## config.mk

```make
export PLATFORM = sky130hd
export DESIGN_NAME = cpu_ctrl_fsm
export DESIGN_NICKNAME = d
export VERILOG_FILES = /design/src/rtl/cpu_ctrl_fsm_pkg.sv /design/src/rtl/cpu_ctrl_fsm_mem_wait_timer.sv /design/src/rtl/cpu_ctrl_fsm.sv
export SDC_FILE = /design/constraint.sdc
export NUM_CORES = 1
export LEC_CHECK = 0
export ABC_AREA = 1
export ABC_CLOCK_PERIOD_IN_PS = 2280
export CAP_MARGIN = 40
export CELL_PAD_IN_SITES_DETAIL_PLACEMENT = 1
export CELL_PAD_IN_SITES_GLOBAL_PLACEMENT = 2
export CORE_MARGIN = 2
export CORE_UTILIZATION = 29
export CTS_CLUSTER_DIAMETER = 50
export CTS_CLUSTER_SIZE = 24
export DETAILED_ROUTE_END_ITERATION = 6
export DONT_BUFFER_PORTS = 1
export GPL_TIMING_DRIVEN = 0
export PLACE_DENSITY_LB_ADDON = 0.3
export SKIP_LAST_GASP = 1
export SYNTH_ARGS = -nofsm -noshare
export SYNTH_HDL_FRONTEND = slang
export SYNTH_SLANG_ARGS = --single-unit
```

## constraint.sdc

```tcl
create_clock -name clk -period 2.28 [get_ports clk]
set_input_delay 0.456 -clock clk [delete_from_list [all_inputs] [get_ports clk]]
set_output_delay 0.456 -clock clk [all_outputs]
set_load 0.05 [all_outputs]
```

## src/rtl/cpu_ctrl_fsm_pkg.sv

```systemverilog
// cpu_ctrl_fsm_pkg: opcodes, state and control-field encodings for the multicycle RV32I controller
package cpu_ctrl_fsm_pkg;
  typedef enum logic [2:0] {S_FETCH, S_DECODE, S_EXEC, S_MEM, S_WB, S_HALT} state_t;
  localparam logic [6:0] OP_R = 7'h33;
  localparam logic [6:0] OP_I = 7'h13;
  localparam logic [6:0] OP_L = 7'h03;
  localparam logic [6:0] OP_S = 7'h23;
  localparam logic [6:0] OP_B = 7'h63;
  localparam logic [6:0] OP_J = 7'h6F;
  localparam logic [6:0] OP_JALR = 7'h67;
  localparam logic [6:0] OP_LUI = 7'h37;
  localparam logic [6:0] OP_AUIPC = 7'h17;
  localparam logic [6:0] OP_SYS = 7'h73;
  localparam logic [1:0] PC_PLUS4 = 2'd0;
  localparam logic [1:0] PC_BRANCH = 2'd1;
  localparam logic [1:0] PC_JALR = 2'd2;
  localparam logic [1:0] WB_ALU = 2'd0;
  localparam logic [1:0] WB_LOAD = 2'd1;
  localparam logic [1:0] WB_PC4 = 2'd2;
  localparam logic [1:0] WB_IMM = 2'd3;
  localparam logic [1:0] FAULT_NONE = 2'd0;
  localparam logic [1:0] FAULT_ILLEGAL = 2'd1;
  localparam logic [1:0] FAULT_TIMEOUT = 2'd2;
  localparam logic [1:0] FAULT_SYS = 2'd3;
  function automatic logic op_legal(input logic [6:0] op);
    return op inside {OP_R, OP_I, OP_L, OP_S, OP_B, OP_J, OP_JALR, OP_LUI, OP_AUIPC};
  endfunction
endpackage

```

## src/rtl/cpu_ctrl_fsm_mem_wait_timer.sv

```systemverilog
// cpu_ctrl_fsm_mem_wait_timer: counts consecutive not-ready wait cycles, flags expiry on the last allowed one
module cpu_ctrl_fsm_mem_wait_timer #(
  parameter int MEM_TIMEOUT = 16
) (
  input  logic clk,
  input  logic rst,
  input  logic en,
  output logic expire
);
  localparam int TW = MEM_TIMEOUT > 1 ? $clog2(MEM_TIMEOUT) : 1;
  logic [TW-1:0] timer;
  assign expire = en && timer == TW'(MEM_TIMEOUT - 1);
  always_ff @(posedge clk)
    if (rst || !en || expire) timer <= '0;
    else timer <= timer + TW'(1);
endmodule

```

## src/rtl/cpu_ctrl_fsm.sv

```systemverilog
// cpu_ctrl_fsm: multicycle fetch/decode/exec/mem/wb controller with memory timeout, halt and retire count
import cpu_ctrl_fsm_pkg::*;
module cpu_ctrl_fsm #(
  parameter int MEM_TIMEOUT = 16,
  parameter int CNT_W = 32
) (
  input  logic clk,
  input  logic rst,
  input  logic [31:0] inst,
  input  logic imem_ready,
  input  logic dmem_ready,
  input  logic branch_taken,
  output logic imem_req,
  output logic ir_write,
  output logic pc_write,
  output logic [1:0] pc_src,
  output logic reg_write,
  output logic [1:0] wb_sel,
  output logic mem_read,
  output logic mem_write,
  output logic halt,
  output logic [1:0] fault_code,
  output logic [CNT_W-1:0] instret
);
  state_t state, state_n;
  logic [1:0] fault_n;
  logic [6:0] op;
  logic ready, waiting, expire, retire;
  logic unused_inst;
  assign op = inst[6:0];
  assign unused_inst = ^inst[31:7];
  assign ready = state == S_FETCH ? imem_ready : dmem_ready;
  assign waiting = (state == S_FETCH || state == S_MEM) && !ready;
  cpu_ctrl_fsm_mem_wait_timer #(.MEM_TIMEOUT(MEM_TIMEOUT)) u_timer (
    .clk(clk), .rst(rst), .en(waiting), .expire(expire)
  );
  always_comb begin
    state_n = state;
    fault_n = fault_code;
    retire = 1'b0;
    imem_req = 1'b0;
    ir_write = 1'b0;
    pc_write = 1'b0;
    pc_src = PC_PLUS4;
    reg_write = 1'b0;
    wb_sel = WB_ALU;
    mem_read = 1'b0;
    mem_write = 1'b0;
    case (state)
      S_FETCH: begin
        imem_req = 1'b1;
        ir_write = imem_ready;
        state_n = imem_ready ? S_DECODE : expire ? S_HALT : S_FETCH;
        fault_n = !imem_ready && expire ? FAULT_TIMEOUT : fault_code;
      end
      S_DECODE: begin
        state_n = op_legal(op) ? S_EXEC : S_HALT;
        fault_n = op == OP_SYS ? FAULT_SYS : op_legal(op) ? fault_code : FAULT_ILLEGAL;
      end
      S_EXEC: begin
        pc_write = op == OP_B;
        pc_src = op == OP_B && branch_taken ? PC_BRANCH : PC_PLUS4;
        retire = op == OP_B;
        state_n = op == OP_B ? S_FETCH : (op == OP_L || op == OP_S) ? S_MEM : S_WB;
      end
      S_MEM: begin
        mem_read = op == OP_L;
        mem_write = op == OP_S;
        pc_write = dmem_ready && op == OP_S;
        retire = dmem_ready && op == OP_S;
        state_n = dmem_ready ? (op == OP_S ? S_FETCH : S_WB) : expire ? S_HALT : S_MEM;
        fault_n = !dmem_ready && expire ? FAULT_TIMEOUT : fault_code;
      end
      S_WB: begin
        reg_write = 1'b1;
        wb_sel = op == OP_L ? WB_LOAD : (op == OP_J || op == OP_JALR) ? WB_PC4 : op == OP_LUI ? WB_IMM : WB_ALU;
        pc_write = 1'b1;
        pc_src = op == OP_J ? PC_BRANCH : op == OP_JALR ? PC_JALR : PC_PLUS4;
        retire = 1'b1;
        state_n = S_FETCH;
      end
      S_HALT: state_n = S_HALT;
      default: state_n = S_FETCH;
    endcase
    if (rst) begin
      imem_req = 1'b0;
      ir_write = 1'b0;
      pc_write = 1'b0;
      reg_write = 1'b0;
      mem_read = 1'b0;
      mem_write = 1'b0;
    end
  end
  always_ff @(posedge clk)
    if (rst) begin
      state <= S_FETCH;
      halt <= 1'b0;
      fault_code <= FAULT_NONE;
      instret <= '0;
    end else begin
      state <= state_n;
      halt <= halt || state_n == S_HALT;
      fault_code <= fault_n;
      instret <= instret + CNT_W'(retire);
    end
endmodule

```

==> summary.txt <==
Critical path
  – Buf+Inv Stages, Crit Path: 1
  – Worst R2R Start: state[2]
  – Critical path endpoint category: flip-flop
  – Worst path max stage delay: between 0.3 and 0.4 ns
  – Reg2Reg Depth: 14
  – Worst Path Required: between 2 and 3 ns
  – Crit-path max FO: 5
  – CP dominant cell by count: nor2_4
  – Worst-path cell chain: buf_6, nor3_4, nand3_2, nand3_2, ha_4, ha_4, nand2_4, nor2_4, nand2_4, nor2_4, nand3_4, nor2_4, o21ai_1, a21oi_1
  – Reg-to-Reg End: instret[18]
  – Critical Path Source Type: flip-flop
  – R2R Setup Slk: approximately 0.039 ns
  – Crit path kind: flip-flop to flip-flop
  – Largest delay contributor family on the critical path: simple AND/OR/NAND/NOR gates
  – Crit path max-delay cell type: dfxtp_2
  – Crit path arrival time: approximately 2.5 ns

Clock tree
  – Clock tree from TritonCTS: done
  – # H-tree levels: 2
  – Clock Latency Late Sink: approximately 0.3 ns
  – Clock buffer depth: 2
  – CTS buffer count: 5
  – Number of clock sinks: 42
  – Clock root buffer: clkbuf_8
  – Post-CTS Hold Buffers: 0
  – Clock transition at the registers of the reported paths: roughly 0.080 ns

Power
  – Psw: approximately 440 µW
  – Power per cell area: ~500 nW/µm²
  – Clock power frac: roughly 35%
  – LEAKAGE: between 0.001 and 0.0015 µW
  – VDD IR-drop max: approximately 0.22 mV
  – Net Sw Frac: about 29%
  – Pint: about 1000 µW
  – Reg power frac: between 50% and 60%
  – Combinational Power Share: a little under an eighth
  – Tot Pwr: between 1000 and 1500 µW

STA
  – Final slew viol count: 0
  – Tcrit/Tclk final: ~100%
  – Clock Skew: between 0.006 and 0.007 ns
  – Final setup viols: 0
  – Final Critical Period: 2.24 ns
  – Final hold vios: 0
  – Rel. slew slack: a little over two fifths
  – Setup WS post-layout: between 0.03 and 0.04 ns
  – FMAX: between 400 and 500 MHz
  – RSZ-0062 raised after global routing: yes
  – Worst Tran Pin Value: between 0.8 and 0.9 ns

Floorplan
  – Die height: between 90 and 100 µm
  – DIE AREA: between 9000 and 10000 µm²
  – Die W: roughly 96 µm
  – Initial Util: 29.8%
  – Core area: about 8200 µm²
  – IO Pins: a little over 80
  – Num rows: 33

Drt
  – Final Routed Wirelength: about 8.0 mm
  – Starting DRT DRC Count: approximately 70
  – DR vias/cell: slightly below 5
  – Residual DRC: 0
  – WL per Instance: about 16 µm
  – Post-detailed-route count of antenna-violating nets: 0
  – Initial DRT Pass Iterations: 4
  – DR vias: approximately 2.5k

Cells and area
  – Share of cells above drive strength 1: roughly 18%
  – Fin area: a little under 3000 µm²
  – Register area: about 850 µm²
  – Filler cells: between 1k and 1.5k
  – Nets@finish: roughly 440
  – ANT cells: 0
  – Area delta synth->final: 21.5%
  – Multi-input gate area: roughly 1500 µm²
  – Non-filler cells, final: 509

Logic synthesis
  – Flops & latches, synth: 42
  – Area fraction of the dominant cell type after synthesis: about 35%
  – Mapped Area: ~2400 µm²
  – Synth area leaders: dfxtp_1 35%, nand2_1 13%, nor2_1 10%
  – Post-synth top area cell: dfxtp_1
  – Yosys cell types: 31
  – Avg Cell Area, Syn: 6.41 µm²
  – Yosys warnings: 0
  – Sequential area share after synthesis: ~35%
  – Mapped Cells: 380
  – Syn nets: 420

Placement
  – Buffers added on ports: 0
  – HPWL Detailed: approximately 6.4 mm
  – Cell Count Post-Placement: between 400 and 500
  – Setup Slack @ Placement: -0.510 ns
  – GP Congestion: roughly 0.80
  – Post-DP Area: 2630 µm²

Hold path
  – Hold Crit Start: u_timer.timer[0]
  – Hold depth: 1
  – Hold crit path type: flip-flop to flip-flop
  – Worst Hold End: u_timer.timer[0]

Global route
  – Pin count of the biggest net entering global routing: 13
  – Initial antenna violation count: 0
  – First-pass GRT wire length: between 10 and 15 mm
  – GRT Resource Usage Total: between 10% and 20%
  – Grt total ovfl: 0
  – Vias in the first global route: roughly 2.4k

Run status
  – Run status: finished clean

Job
  – Max-cap viol count: 0
## Yosys cell counts
cell,count
nand2_1,86
inv_1,50
nor2_2,5
nor3_1,19
nor4_1,2
buf_4,1
ha_1,3
nor3b_1,1
a21oi_1,25
clkbuf_1,4
or2_2,1
nor3_2,5
a31oi_1,3
dfxtp_1,42
or2_0,5
nand4_1,6
nand3b_1,2
o21a_1,2
nor2_4,3
nor2_1,67
o21ai_1,1
xor2_1,6
nand2_4,1
o21ai_0,9
o22ai_1,1
nand2_2,2
a211oi_1,1
buf_2,1
nand3_2,2
nand3_1,22
xnor2_1,2
## sequential cells by signal, indices dropped and copies added, names as in the netlist
name and count:
state 3, instret 32, halt 1, fault_code 2, u_timer.timer 4
## stage by stage
stage          TNS, ns  hold WS [ns]  util (%)
6_report             0         0.453      36.2
5_1_grt         -0.288         0.505      36.2
4_1_cts              0         0.451      34.8
3_5_place_dp     -6.86         0.445      32.2
3_3_place_gp     -5.77         0.438      31.7
2_1_floorplan        0         0.418         -
## cells in the final DEF, fill, tap and decap left out, types with 3 or more instances in the layout
cell      netlist  final
nand2_1        86     82
nor2_1         67     60
inv_1          50     49
dfxtp_1        42     39
a21oi_1        25     25
nand3_1        22     20
buf_4           1     16
nor3_1         19     14
nor2_2          5      8
nor3_2          5      8
o21ai_0         9      8
nor2_4          3      7
nand4_1         6      6
xor2_1          6      6
clkbuf_8        0      6
nand2_4         1      5
or2_0           5      5
clkbuf_1        4      4
a31oi_1         3      3
## how the worst max path moves through the flow
stage,endpoint,cells past startpoint,startpoint,slack (ns)
6_report,instret[18],14,state[2],0.04
5_1_grt,instret[18],14,state[2],-0.09
4_1_cts,instret[18],14,state[0],0.006
3_5_place_dp,instret[18],15,inst[3],-0.51
3_3_place_gp,instret[18],15,inst[3],-0.45
2_1_floorplan,instret[18],15,inst[3],0.02
## logic make-up after synthesis
kind of cell	after synthesis	share of synthesized area [%]
AO/OA/AOI/OAI	42	9.15
XOR/XNOR	8	2.88
adder cells (fa/ha/maj)	3	1.54
buffers and inverters	56	8.84
flip-flops	42	34.5
AND/OR/NAND/NOR	229	43.1
## per-layer routing
| metal | wire (µm) | share of wire (%) | vias to the layer above | GRT usage [%] |
|---|---|---|---|---|
| li1 | - | - | 1256 | - |
| met1 | 3810 | 48 | 1166 | 23.7 |
| met2 | 3660 | 46 | 41 | 27.4 |
| met3 | 468 | 5.8 | 6 | 5.38 |
| met4 | 74 | 0.92 | 0 | 4.88 |
| met5 | 0 | 0 | - | 0 |
## repair_timing
action                                  in CTS  in global routing
gates resized for setup                     22                 20
setup buffers                                4                  5
endpoints found under the setup margin      26                 20
cloned                                       0                  1
pin swaps                                    6                 11
## final cells by class
class / instances / share of cell area [%]
Inverter: 50 / 6.34
Buffer: 6 / 1.18
Sequential cell: 42 / 28.7
Multi-Input combinational cell: 282 / 52.3
Tap cell: 105 / 4.44
Clock buffer: 7 / 2.92
Clock inverter: 1 / 0.169
Timing Repair Buffer: 16 / 3.97
## power by group through the flow
stage	clock network (µW)	registers, µW	logic (µW)
after floorplan	0	807	113
after global placement	0	813	141
after detailed placement	0	813	147
final	515	801	170
after CTS	535	798	163
after global routing	570	802	191
No activity file was read; power rests on OpenSTA's default activity.
